===== src/rtl/sync_tx.sv =====
// sync_tx: K/J line frame transmitter: SYNC_LEN SYNC symbols, DATA_W NRZI payload bits (LSB first), EOP.
// Optional feature macro SYNC_TX_BIT_STUFF_EN: insert a stuffed 0 after six consecutive payload ones.
module sync_tx #(
    parameter int unsigned SYNC_LEN = 8,
    parameter int unsigned DATA_W   = 8
) (
    input  logic              CLK,
    input  logic              RST,
    input  logic              start,
    input  logic [DATA_W-1:0] data_in,
    output logic              k,
    output logic              j,
    output logic              tx_en,
    output logic              busy,
    output logic              done
);

    localparam int unsigned SYM_W = 4;   // SYNC index up to 15, EOP index up to 2
    localparam int unsigned BIT_W = 6;   // payload bits emitted, up to 32

    typedef enum logic [1:0] {
        IDLE = 2'd0,
        SYNC = 2'd1,
        DATA = 2'd2,
        EOP  = 2'd3
    } state_t;

    state_t            state_q, state_d;
    logic [SYM_W-1:0]  sym_q, sym_d, sym_nxt;
    logic [BIT_W-1:0]  bit_q, bit_d;
    logic [DATA_W-1:0] shreg_q, shreg_d;
    logic              k_d, j_d, tx_en_d, busy_d, done_d;
    logic              sync_k;
    logic              stuff;

`ifdef SYNC_TX_BIT_STUFF_EN
    logic [2:0] ones_q, ones_d;
    assign stuff = (ones_q == 3'd6);
`else
    assign stuff = 1'b0;
`endif

    // Next SYNC symbol: K on even indices and always on the last one
    assign sym_nxt = sym_q + SYM_W'(1);
    assign sync_k  = ~sym_nxt[0] | (sym_nxt == SYM_W'(SYNC_LEN - 1));

    // Next-state and next-output logic; outputs are registered from these values
    always_comb begin
        state_d = state_q;
        sym_d   = sym_q;
        bit_d   = bit_q;
        shreg_d = shreg_q;
        k_d     = k;
        j_d     = j;
        tx_en_d = 1'b1;
        busy_d  = 1'b1;
        done_d  = 1'b0;
`ifdef SYNC_TX_BIT_STUFF_EN
        ones_d  = ones_q;
`endif
        case (state_q)
            IDLE: begin
                k_d     = 1'b0;
                j_d     = 1'b1;
                tx_en_d = 1'b0;
                busy_d  = 1'b0;
                if (start) begin
                    state_d = SYNC;
                    sym_d   = '0;
                    shreg_d = data_in;
                    k_d     = 1'b1;
                    j_d     = 1'b0;
                    tx_en_d = 1'b1;
                    busy_d  = 1'b1;
                end
            end
            SYNC: begin
                if (sym_q == SYM_W'(SYNC_LEN - 1)) begin
                    // First payload bit, NRZI relative to the final K
                    state_d = DATA;
                    sym_d   = '0;
                    bit_d   = BIT_W'(1);
                    shreg_d = shreg_q >> 1;
                    k_d     = k ^ ~shreg_q[0];
                    j_d     = j ^ ~shreg_q[0];
`ifdef SYNC_TX_BIT_STUFF_EN
                    ones_d  = shreg_q[0] ? 3'd1 : 3'd0;
`endif
                end else begin
                    sym_d = sym_nxt;
                    k_d   = sync_k;
                    j_d   = ~sync_k;
                end
            end
            DATA: begin
                if (stuff) begin
                    k_d = ~k;
                    j_d = ~j;
`ifdef SYNC_TX_BIT_STUFF_EN
                    ones_d = 3'd0;
`endif
                end else if (bit_q == BIT_W'(DATA_W)) begin
                    state_d = EOP;
                    sym_d   = '0;
                    bit_d   = '0;
                    k_d     = 1'b0;
                    j_d     = 1'b0;
                end else begin
                    bit_d   = bit_q + BIT_W'(1);
                    shreg_d = shreg_q >> 1;
                    k_d     = k ^ ~shreg_q[0];
                    j_d     = j ^ ~shreg_q[0];
`ifdef SYNC_TX_BIT_STUFF_EN
                    ones_d  = shreg_q[0] ? 3'(ones_q + 3'd1) : 3'd0;
`endif
                end
            end
            EOP: begin
                if (sym_q == SYM_W'(0)) begin
                    sym_d = SYM_W'(1);
                    k_d   = 1'b0;
                    j_d   = 1'b0;
                end else if (sym_q == SYM_W'(1)) begin
                    sym_d = SYM_W'(2);
                    k_d   = 1'b0;
                    j_d   = 1'b1;
                end else begin
                    state_d = IDLE;
                    sym_d   = '0;
                    k_d     = 1'b0;
                    j_d     = 1'b1;
                    tx_en_d = 1'b0;
                    busy_d  = 1'b0;
                    done_d  = 1'b1;
                end
            end
            default: begin
                state_d = IDLE;
                k_d     = 1'b0;
                j_d     = 1'b1;
                tx_en_d = 1'b0;
                busy_d  = 1'b0;
            end
        endcase
    end

    // State, counters and registered line outputs
    always_ff @(posedge CLK or negedge RST) begin
        if (!RST) begin
            state_q <= IDLE;
            sym_q   <= '0;
            bit_q   <= '0;
            shreg_q <= '0;
            k       <= 1'b0;
            j       <= 1'b1;
            tx_en   <= 1'b0;
            busy    <= 1'b0;
            done    <= 1'b0;
`ifdef SYNC_TX_BIT_STUFF_EN
            ones_q  <= '0;
`endif
        end else begin
            state_q <= state_d;
            sym_q   <= sym_d;
            bit_q   <= bit_d;
            shreg_q <= shreg_d;
            k       <= k_d;
            j       <= j_d;
            tx_en   <= tx_en_d;
            busy    <= busy_d;
            done    <= done_d;
`ifdef SYNC_TX_BIT_STUFF_EN
            ones_q  <= ones_d;
`endif
        end
    end

endmodule


===== config.mk =====
export PLATFORM = sky130hd
export DESIGN_NAME = sync_tx
export DESIGN_NICKNAME = d
export VERILOG_FILES = /design/src/rtl/sync_tx.sv
export SDC_FILE = /design/constraint.sdc
export NUM_CORES = 1
export LEC_CHECK = 0
export BUFFER_PORTS_ARGS = -buffer_cell sky130_fd_sc_hd__clkbuf_2
export CAP_MARGIN = 0
export CORE_MARGIN = 4
export CORE_UTILIZATION = 56
export DETAILED_ROUTE_END_ITERATION = 10
export PLACE_DENSITY = 0.77
export SYNTH_ARGS = -nofsm -noshare
export SYNTH_HDL_FRONTEND = slang
export SYNTH_SLANG_ARGS = --single-unit

===== constraint.sdc =====
create_clock -name CLK -period 2.45 [get_ports CLK]
set_clock_uncertainty 0.05 [all_clocks]
set_input_delay 0.49 -clock CLK [delete_from_list [all_inputs] [get_ports CLK]]
set_output_delay 0.49 -clock CLK [all_outputs]
set_load 0.1 [all_outputs]

Word level (Yosys, flattened, before mapping)
Cells that the tools add are included.

Add/sub/neg operators: 2. Equality and inequality tests: 13. Muxes and demuxes: 34. Bitwise logic cells: 6. Reduce and logical (&&, ||, !) cells: 8.

Operator list (number): $mux W8 (3); $pmux W8 S3 (1); $pmux W4 S4 (1); $mux W2 (7); $mux W1 (12); $mux W4 (3); $mux W6 (2); $ne A2 B2 Y1 const B (6); $pmux W6 S2 (1); $eq A4 B3 Y1 const B (2); $pmux W1 S4 (2); $pmux W2 S4 (1); $add A6 B1 Y6 const B (1); $eq A6 B4 Y1 const B (1); $reduce_and A5 Y1 (1); $add A4 B1 Y4 const B (1); $eq A2 B2 Y1 const B (2); $eq A4 B1 Y1 const B (1); $logic_not A4 Y1 (1); $reduce_and A2 Y1 (2); $reduce_and A4 Y1 (1); $not A1 Y1 (3); $reduce_bool A3 Y1 (1); $eq A2 B1 Y1 const B (1); other kinds (5) (6).

Register bits after elaboration: 24. Output and inout port bits: 5. Word-level logic and storage cells: 71.

Longest topological paths before layout
Depth in word-level cells: 6. Gate-level depth with buffers: 7. Gate-level depth less buffers: 6.

Worst setup path after synthesis
No wires, ideal clock.

Path kind: reg-to-output. Start: reg, netlist name busy. End: out tx_en. Data arrival time: 1.324 ns. Path slack: 0.586 ns. Cell stages (with the launch flop): 2. Path through: dfrtp_1 -> buf_4.

RTL lines: to (decl) (line 13) `output logic tx_en,`.

Final worst setup path
Start: reg bit_q[0]. End: reg shreg_q[2].

Cells in the longest elaborated chain, start to end: 3.

Ends and longest elaborated chain: from (decl) (line 30) `logic [BIT_W-1:0] bit_q, bit_d;`; from (signal assigned) (line 165) `bit_q <= bit_d;`; $eq A6 B4 Y1 (line 102) `end else if (bit_q == BIT_W'(DATA_W)) begin`; $ne A2 B2 Y1 (no line); $reduce_and A4 Y1 (no line); to (signal assigned) (line 166) `shreg_q <= shreg_d;`; to (decl) (line 31) `logic [DATA_W-1:0] shreg_q, shreg_d;`.

No other way between the ends. A chain may end at the register's enable or synchronous reset.

==> metrics.cfg <==
[critical_path]
critical_path_required_ps = 2620
r2r_cells = 6
regToRegStartpoint = bit_q[0]
crit_path_start_kind = register
cp-end-kind = register
critPathMaxFanout = 8
cp.arrival_ps = 2190
reg2reg_to = shreg_q[2]
crit_type = reg -> reg
r2r_slack_ps = 420

[clocking]
postCtsSetupBuffers = 0
cts_resized = 0
cts_root_buf = clkbuf_4
cts_hold_buf = 0
cts-htree-levels = 1
cts_tree = built
clk_pin_slew_worst_paths_ps = 140
cts_made_buffers = 3
clkLatencyLatePin_ps = 320
cts.sinks = 24
cts_buffer_depth = 2

[drt]
drcViolationCount = 0
viasPerCell = 6.03
drt_wl_total_um = 2850
ant_nets = 0
vias = 1092
drt_pass1_iterations = 4
post_drt_wl_per_cell_um = 15.7
drtIter0Drc = 26

[power]
p_leak_uw = 0.000749
ir_drop_mv = 1.37
p_per_area_nw_per_um2 = 1530

[synth]
synth_edf_count = 0
synthArstFlopShare_pct = 100
syn_area_um2 = 1480
yosys_warnings = 0
ys.flop_type = dfrtp_1
synth.most_common_cell = dfrtp_1
avgSynthCellArea_um2 = 10.8
synth-seq-cells = 24
syn-num-nets = 158
ys_top_cells_by_count = dfrtp_1, mux2_2, ha_1, inv_1, nand3_1
synth.distinct_cells = 40
synth_top_area_cell = dfrtp_1
syn_inst = 137
ys_seq_area_share_pct = 40.6
synth.area.top_cells = dfrtp_1, mux2_2, ha_1
synth_top_area_share_pct = 38.8

[place]
placed_cells = 177
port_buffers = 15
gp_congestion = 0.789
place_hpwl_um = 2190
placed_area_um2 = 1560

[sta]
drv_slew = 0
period_minus_slack_ps = 2030
timing.final.crit_share_pct = 82.7
finalSetupViolCount = 0
whs_ps = 93.4
setup_tns_ps = 0
timing.fmax_mhz = 494
worst_pin_slew_ps = 596
relSlewSlack_pct = 60.1
rsz0062_at_grt = false
hold_violations = 0

[global_route]
grt_max_degree = 25
antenna_found_initial = 0
grt_overflow = 0
grt_pass1_vias = 1119
grt_usage_pct = 18.1
grt_pass1_wl_um = 4820

[die]
rows = 18
coreArea_um2 = 2500
die_x_um = 59.5
start_util_pct = 59.4
die_area_um2 = 3540
io_pins = 16
die_h_um = 59.5

[finish]
drive_gt1_share_pct = 28.5
nets = 173
n_antenna_cell = 0
finalNonFillerCells = 181
finish.instance_area_um2 = 1610
area_growth_pct = 8.52

[status]
outcome = complete, no violations

[worst_hold_path]
hold_path.class = in -> async

[job]
max-cap-violations = 0

through the flow:
| step | utilization (%) | total power (uW) | setup WS [ps] |
|---|---|---|---|
| after floorplan | - | 1950 | 586 |
| after global placement | 62.3 | 2120 | 495 |
| after detailed placement | 62.3 | 2180 | 429 |
| after CTS | 64.4 | 2480 | 410 |
| after global routing | 64.4 | 2640 | 300 |
| final | 64.4 | 2460 | 424 |
flip-flops by register name (all words and copies together) (netlist names):
signal   cells
shreg_q      8
bit_q        6
sym_q        4
state_q      2
busy         1
done         1
j            1
k            1
cell type report:
cell class | instances | area, um2
Tap cell | 30 | 37.5
Inverter | 9 | 33.8
Timing Repair Buffer | 15 | 75.1
Clock buffer | 3 | 22.5
Multi-Input combinational cell | 99 | 810
Fill cell | 198 | 890
Sequential cell | 24 | 602
Clock inverter | 1 | 30.0
worst max path at each step:
stage	slack [ps]	startpoint	endpoint	cells after the start
6_report	420	bit_q[0]	shreg_q[2]	6
2_1_floorplan	590	busy	tx_en	1
3_5_place_dp	430	bit_q[0]	shreg_q[2]	6
5_1_grt	300	bit_q[0]	shreg_q[2]	6
4_1_cts	410	bit_q[0]	shreg_q[2]	6
3_3_place_gp	500	bit_q[0]	shreg_q[7]	6
layout by cell type (no fill, tap or decap), drive strengths merged:
cell type,count
and2,1
and3b,1
inv,9
a22oi,1
nor3,1
a32o,1
xnor2,2
nand3,8
a221oi,1
o31a,2
mux2,17
and3,1
dfstp,1
mux2i,4
clkbuf,18
or3,1
nor3b,1
dfrtp,23
a32oi,2
a22o,4
ha,10
o41ai,1
o21ai,7
or2,1
or4,2
nand2,7
o31ai,2
nor2,7
o22ai,1
o41a,1
a21oi,6
nand2b,1
bufinv,1
and2b,4
nand3b,1
cell families after synthesis:
logic type | share of synthesized area [%]
muxes | 15.6
buffers and inverters | 4.89
xor gates and xnor gates | 1.18
AOI/OAI and AO/OA | 15.8
DFF | 40.6
adders and majority gates | 8.43
and+or+nand+nor | 13.6
where the power goes:
part	switching [uW]	internal [uW]	total [uW]
registers	118	562	680
logic	887	605	1490
clock network	124	165	289
routing by layer:
metal  track usage (%)  routed length (um)
met5                 0                   0
met4              9.06                  52
met3              3.49                 100
met2              29.5                1380
met1              22.6                1320
critical path, stage by stage (launching register included):
cell and delay, ps:
dfrtp_1 440, inv_1 70, ha_1 150, nand2_2 70, o41a_1 430, o21ai_4 330, mux2_2 380
No activity file was read; power rests on OpenSTA's default activity.
